===== src/rtl/barrel_shift_sequencer.sv =====
// Registered front-end for barrel_shifter16: accepts shift commands, runs one or more
// passes through the external combinational shifter, and returns the final word.
module barrel_shift_sequencer (
    input  logic        clk,
    input  logic        rst_n,
    input  logic        cmd_valid,
    output logic        cmd_ready,
    input  logic [15:0] cmd_data,
    input  logic [3:0]  cmd_amt,
    input  logic        cmd_dir,
    input  logic [1:0]  cmd_rep,
    output logic [15:0] sh_i,
    output logic [3:0]  sh_s,
    output logic        sh_sel,
    input  logic [15:0] sh_o,
    output logic        res_valid,
    input  logic        res_ready,
    output logic [15:0] res_data,
    output logic        busy,
    output logic [7:0]  op_count
);

    typedef enum logic [1:0] {
        IDLE  = 2'd0,
        SHIFT = 2'd1,
        DONE  = 2'd2
    } state_t;

    state_t      state_reg;
    state_t      state_next;
    logic [15:0] work_reg;
    logic [15:0] sh_i_reg;
    logic [3:0]  amt_reg;
    logic        dir_reg;
    logic [1:0]  pass_reg;
    logic [7:0]  op_count_reg;

    logic        accept;
    logic        pass_step;
    logic        last_pass;
    logic        res_take;

    always_ff @(posedge clk) begin
        if (!rst_n) begin
            state_reg <= IDLE;
        end else begin
            state_reg <= state_next;
        end
    end

    // Handshake outputs decode from state only, so cmd_*/res_ready never reach an output.
    always_comb begin
        state_next = state_reg;
        cmd_ready  = 1'b0;
        res_valid  = 1'b0;
        busy       = 1'b1;
        accept     = 1'b0;
        pass_step  = 1'b0;
        last_pass  = 1'b0;
        res_take   = 1'b0;
        case (state_reg)
            IDLE: begin
                cmd_ready = 1'b1;
                busy      = 1'b0;
                if (cmd_valid) begin
                    accept     = 1'b1;
                    state_next = SHIFT;
                end
            end
            SHIFT: begin
                pass_step = 1'b1;
                if (pass_reg == 2'd0) begin
                    last_pass  = 1'b1;
                    state_next = DONE;
                end
            end
            DONE: begin
                res_valid = 1'b1;
                if (res_ready) begin
                    res_take   = 1'b1;
                    state_next = IDLE;
                end
            end
            default: begin
                state_next = IDLE;
            end
        endcase
    end

    always_ff @(posedge clk) begin
        if (!rst_n) begin
            work_reg     <= 16'h0000;
            sh_i_reg     <= 16'h0000;
            amt_reg      <= 4'h0;
            dir_reg      <= 1'b0;
            pass_reg     <= 2'd0;
            op_count_reg <= 8'h00;
        end else begin
            if (accept) begin
                work_reg <= cmd_data;
                sh_i_reg <= cmd_data;
                amt_reg  <= cmd_amt;
                dir_reg  <= cmd_dir;
                pass_reg <= cmd_rep;
            end
            if (pass_step) begin
                work_reg <= sh_o;
                // Shifter input stays on the last pass operand once the passes are spent.
                if (!last_pass) begin
                    sh_i_reg <= sh_o;
                    pass_reg <= pass_reg - 2'd1;
                end
            end
            if (res_take) begin
                op_count_reg <= op_count_reg + 8'd1;
            end
        end
    end

    assign sh_i     = sh_i_reg;
    assign sh_s     = amt_reg;
    assign sh_sel   = dir_reg;
    assign res_data = work_reg;
    assign op_count = op_count_reg;

endmodule


===== config.mk =====
export PLATFORM = sky130hd
export DESIGN_NAME = barrel_shift_sequencer
export DESIGN_NICKNAME = d
export VERILOG_FILES = /design/src/rtl/barrel_shift_sequencer.sv
export SDC_FILE = /design/constraint.sdc
export NUM_CORES = 1
export LEC_CHECK = 0
export CAP_MARGIN = 40
export CORE_MARGIN = 1
export CORE_UTILIZATION = 44
export CTS_BUF_LIST = sky130_fd_sc_hd__clkbuf_16
export DETAILED_ROUTE_END_ITERATION = 6
export GPL_TIMING_DRIVEN = 0
export HOLD_SLACK_MARGIN = 0.06
export PLACE_DENSITY = 0.8
export SLEW_MARGIN = 25
export SYNTH_ARGS = -nofsm -noshare
export SYNTH_HDL_FRONTEND = slang
export SYNTH_SLANG_ARGS = --single-unit

===== constraint.sdc =====
create_clock -name clk -period 2.12 [get_ports clk]
set_clock_uncertainty 0.15 [all_clocks]
set_input_delay 0.53 -clock clk [delete_from_list [all_inputs] [get_ports clk]]
set_output_delay 0.53 -clock clk [all_outputs]
set_load 0.01 [all_outputs]

### Word level (Yosys, flattened, before mapping)

Cells that the tools add are included.

| word-level totals | value |
|---|---|
| register bits after elaboration | 49 |
| output and inout bits | 48 |
| input bits | 43 |
| word-level logic and storage cells | 40 |

| operators by class | value |
|---|---|
| reduce and logical (&&, ||, !) cells | 4 |
| mux-type cells | 22 |
| $add $sub $neg | 2 |
| equality and inequality tests | 5 |

Operators with widths:

| cell | number |
|---|---|
| 16-bit 2-to-1 mux | 5 |
| 2-bit 2-to-1 mux | 6 |
| 1-bit 2-to-1 mux | 10 |
| 8-bit by 1-bit adder with 8-bit output, second input constant | 1 |
| 2-bit != test, second input constant | 3 |
| 2-bit case mux with 3 select lines | 1 |
| 2-bit zero test | 2 |
| 3-bit AND reduction | 1 |
| 2-bit by 1-bit equality test with 1-bit output, second input constant | 1 |
| 2-bit equality test, second input constant | 1 |
| 2-bit nonzero test | 1 |
| 2-bit by 1-bit subtractor with 2-bit output, second input constant | 1 |

### Longest topological paths before layout

Gate-level depths: netlist of the first run.

| logic depth | value |
|---|---|
| depth after elaboration | 5 |
| mapped depth | 6 |
| depth with buffers taken out | 5 |

### Least setup slack after synthesis of the first run

Ideal clock, no wire load.

| timing | value |
|---|---|
| path kind | input to register |
| start point | in cmd_valid |
| end point | reg pass_reg[1] |
| path buffers | 1 |
| stages on the path | 4 |
| required time | 1,854 ps |
| slack | 312 ps |
| arrival time | 1,542 ps |
| setup time | 116 ps |
| path through | buf_4 nor3b_4 mux2_1 o211a_1 |

| on the way | value |
|---|---|
| word-level cells in the longest chain between the ends | 5 |

RTL lines:

| item | line | source |
|---|---|---|
| from (decl) | 6 | `input logic cmd_valid,` |
| 1-bit 2-to-1 mux * | 65 | `if (cmd_valid) begin` |
| 1-bit 2-to-1 mux * | 61 | `case (state_reg)` |
| 2-bit 2-to-1 mux * | 99 | `if (accept) begin` |
| 2-bit 2-to-1 mux | 109 | `if (!last_pass) begin` |
| 2-bit 2-to-1 mux * | 106 | `if (pass_step) begin` |
| to (signal assigned) | 104 | `pass_reg <= cmd_rep;` |
| to (signal assigned) | 111 | `pass_reg <= pass_reg - 2'd1;` |
| to (decl) | 35 | `logic [1:0] pass_reg;` |

Mark *: on every way between the ends. The rest lies on a longest branch, timed or not.
A chain may end at the register's enable or synchronous reset.

### Worst setup path after layout of the first run

| timing | value |
|---|---|
| start point | reg state_reg[0] |
| end point | out busy |

| on the way | value |
|---|---|
| word-level cells in the longest chain between the ends | 2 |

RTL lines:

| item | line | source |
|---|---|---|
| from (decl) | 29 | `state_t state_reg;` |
| from (signal assigned) | 47 | `state_reg <= state_next;` |
| 2-bit zero test | 61 |  |
| 1-bit 2-to-1 mux | 61 |  |
| to (decl) | 19 | `output logic busy,` |

No other way between the ends.

==> results summary, run 1 <==
The run finished with clean final reports. The number of top-level pins came out at 91. The flip-flop and latch count after synthesis came out at 49.

The top cell types in the final layout, fill and taps aside, are 85 x clkdlybuf4s50_1, 48 x dfxtp_1, 38 x a21oi_1. The initial detailed-routing violation count is 163. The share of the yosys chip area belonging to registers is 41.79%. The final RePlAce weighted congestion is 0.8126.

On the final layout, the worst hold slack is 339.0 ps. The max-cap violation count is 0. The post-synthesis instance area is 0.002347 mm^2. The wire length of the first global-routing pass came out at 10900 um.

The minimum period implied by the final worst setup slack came out at 2027 ps. The library cell contributing the largest single delay on the critical path is dfxtp_4. The finished layout holds 429 standard cells, fillers aside. Walking the worst path, the cells encountered are buf_6 > buf_6 > nor2_2 > inv_1 > dlygate4sd2_1. For the worst-skew pair, the clock arrives at the later sink with an insertion delay of 280 ps. The most common cell after layout, fill and taps aside is clkdlybuf4s50_1. In this run, distinct cell masters in the synthesized netlist total 37. The area of all sequential standard cells is 984.7 um^2.

The layout cell share with drive strength beyond 1 came out at 7.521%. The number of enable flip-flop cells after synthesis is 0. The total core area came out at 0.005107 mm^2. The floorplan step defined a die boundary enclosing 0.005631 mm^2.

In the routed design, unresolved DRC markers number 0. The via total after detailed routing came out at 2413. The count of endpoints failing hold in the final timing report came out at 0. The worst slew margin relative to its limit came out at 68.32%. The number of cells in the design after placement came out at 421. The most numerous cell type found on the critical path is buf_6. The upper clock frequency limit came out at 0.4933 GHz. The floorplan step set the die width to 75.04 um. 0 antenna diodes ended up in the layout.

The clock slew seen by the registers of the worst setup and hold paths came out at 60 ps. The via count of the first global-routing pass was 2339. The number of placement rows came out at 26. The synthesis warning total came out at 0. Setup repair after global routing left no endpoint under its margin. The count of buffers from port buffering came out at 88. The worst setup path is of the register to output port kind. The top fanout value on the critical path is 10. Entering global routing, the biggest net connects 15 pins. Compared with the post-synthesis result, the final layout area differs by 49.31%. The worst setup timing slack at the placement stage came out at -128.2 ps. Power spread over the standard cell area amounts to 778.9 mW/mm^2.

After layout, the worst path uses 95.63% of the clock period. Clock tree synthesis inserted a total of 5 buffers. The worst path arrival time came out at 1350 ps. Yosys attributes the largest share of cell area to dfxtp_1 42%, nand3b_1 10%, a21oi_1 8.1%. Summed over all layers, the routed wires come to 6855 um. The mean cell area of the mapped netlist came out at 8.925 um^2. For this run, the slowest stage of the critical path takes 370 ps.

The total iterations of the first detailed-routing run came out at 5. For this configuration, the core starts out at a cell density of 45.96%. The final setup violation count is 0. The via-per-instance ratio is 5.625. The share of synthesized flip-flops with an asynchronous set or reset is 0%.

For this run, the total global-route usage over all layers was measured as 25.88%. The number of pins exceeding their max-slew limit in the final report is 0. Clock tree synthesis selected as its root buffer the cell clkbuf_16.

Cells fill 68.62% of the core in the end. The critical path data required time is 1440 ps. The total overflow left after global routing is 0.

The standby leakage power is 1.299 nW. The largest total area in the synthesized netlist belongs to dfxtp_1. The worst-margin pin slew came out at 475.1 ps. When the netlist entered floorplanning its net count stood at 308. The kind of end point of the critical path is an output port.

Detailed placement finished with a half-perimeter wire length of 5125 um. The initial antenna violation count is 0. The number of hold buffers added after CTS was 0. The share of Yosys cell area claimed by the top area cell type came out at 41.79%.

Counting every sink on the clock net gives 49. The detail route stage leaves a number of antenna-violating nets equal to 0. Across all setup checks in the final design, the least slack found is 92.69 ps.

The routed wirelength normalized by instance count is 15.98 um. The number of cells produced by synthesis is 263. STA classifies the critical path startpoint as a register. The TritonCTS clock tree is done.

The clock passes through at most 2 buffers. The count of nets after finishing is 403. In the synthesized netlist the dominant register cell turns out to be dfxtp_1.

The die outline height is 75.04 um. After filler insertion, the fill cell instance count of the layout stands at 459. The number of levels the H-tree was split into is 2. The total negative setup slack came out at 0 ps. The worst-case vdd ir drop is 0.0003778 V.

In the final layout, the multi-input gates occupy 0.001237 mm^2. The worst hold path belongs to the class register to register.
-- kinds of logic (layout without fill, tap and decap cells) --
kind of cell | after synthesis | count (layout) | synth area share [%]
compound gates | 112 | 112 | 29.21
simple gates | 61 | 61 | 18.44
flops | 49 | 49 | 41.79
xor+xnor | 2 | 2 | 0.7464
fa+ha+maj | 2 | 2 | 1.066
buf+inv | 30 | 126 | 5.703
mux | 7 | 7 | 3.038
-- repair_timing --
action                                  4_1_cts  5_1_grt
resized for setup                            15        4
setup buffers                                 0        0
pin swaps                                     0        0
endpoints found under the setup margin        3        9
-- cells in the mapped netlist (2+ instances only) --
library cell  instances
or3_1                 3
inv_1                 5
o21ai_0              19
or4_1                 2
buf_2                 7
nand4_1               2
buf_1                 3
a21oi_1              38
buf_4                 3
mux2i_1               6
clkinv_1              2
o21a_1               16
o31ai_1               2
o22ai_1              16
nand3b_1             32
nor2_1               10
xor2_1                2
clkbuf_1              9
nand2_1               4
ha_1                  2
dfxtp_1              49
a21boi_0             16
-- report_power, final --
part	internal [mW]	total, mW	switching (mW)
clock network	0.549	0.885	0.337
logic	0.410	0.778	0.368
registers	1.02	1.07	0.0508
-- path summary, 6_finish.rpt --
path | start | end | slack (ps) | cells after the start
worst max register to register | pass_reg[0]$_SDFF_PN0_ | sh_i[11]$_SDFF_PN0_ | 270 | 6
worst min-delay path | op_count[7]$_SDFFE_PN0P_ | op_count[7]$_SDFFE_PN0P_ | 340 | 2
worst max-delay path | state_reg[0]$_SDFFE_PN0P_ | busy | 90 | 5
worst min register to register | op_count[7]$_SDFFE_PN0P_ | op_count[7]$_SDFFE_PN0P_ | 340 | 2
-- stage by stage --
| stage | area (um^2) | power [mW] |
|---|---|---|
| after floorplan | 2347 | 1.475 |
| after global placement | 3316 | 1.836 |
| after detailed placement | 3316 | 1.845 |
| after CTS | 3507 | 2.730 |
| after global routing | 3505 | 2.837 |
| final | 3505 | 2.730 |
-- layout make-up --
type	count	share of cell area, %
plain buffers	23	3.784
clock buffers	5	3.570
clock inverters	3	1.071
inverters	7	0.7497
multi-input cells	184	35.31
flip-flops and latches	49	28.10
well taps	70	2.499
repair buffers	88	24.92
-- critical path, delay by kind of cell (launching register included) --
| family | cells | cell delay, ps |
|---|---|---|
| buffers and inverters | 4 | 590 |
| AND/OR/NAND/NOR | 1 | 100 |
| flip-flops | 1 | 370 |
-- per-layer routing --
metal	GRT usage [%]	vias up	wire (um)
met4	9.224	0	159
met2	45.75	96	3379
met5	0	-	0
li1	-	1151	-
met3	5.087	16	413
met1	31.18	1150	2902
No activity file was read; power rests on OpenSTA's default activity.
==> inputs of run 2 (changes only) <==
--- a/config.mk
+++ b/config.mk
@@ -9,6 +9,7 @@
 export CORE_MARGIN = 1
 export CORE_UTILIZATION = 44
 export CTS_BUF_LIST = sky130_fd_sc_hd__clkbuf_16
+export CTS_CLUSTER_SIZE = 20
 export DETAILED_ROUTE_END_ITERATION = 6
 export GPL_TIMING_DRIVEN = 0
 export HOLD_SLACK_MARGIN = 0.06
==> results of run 2 <==
No change in the layout: final DEF, timing and power equal those of run 1.
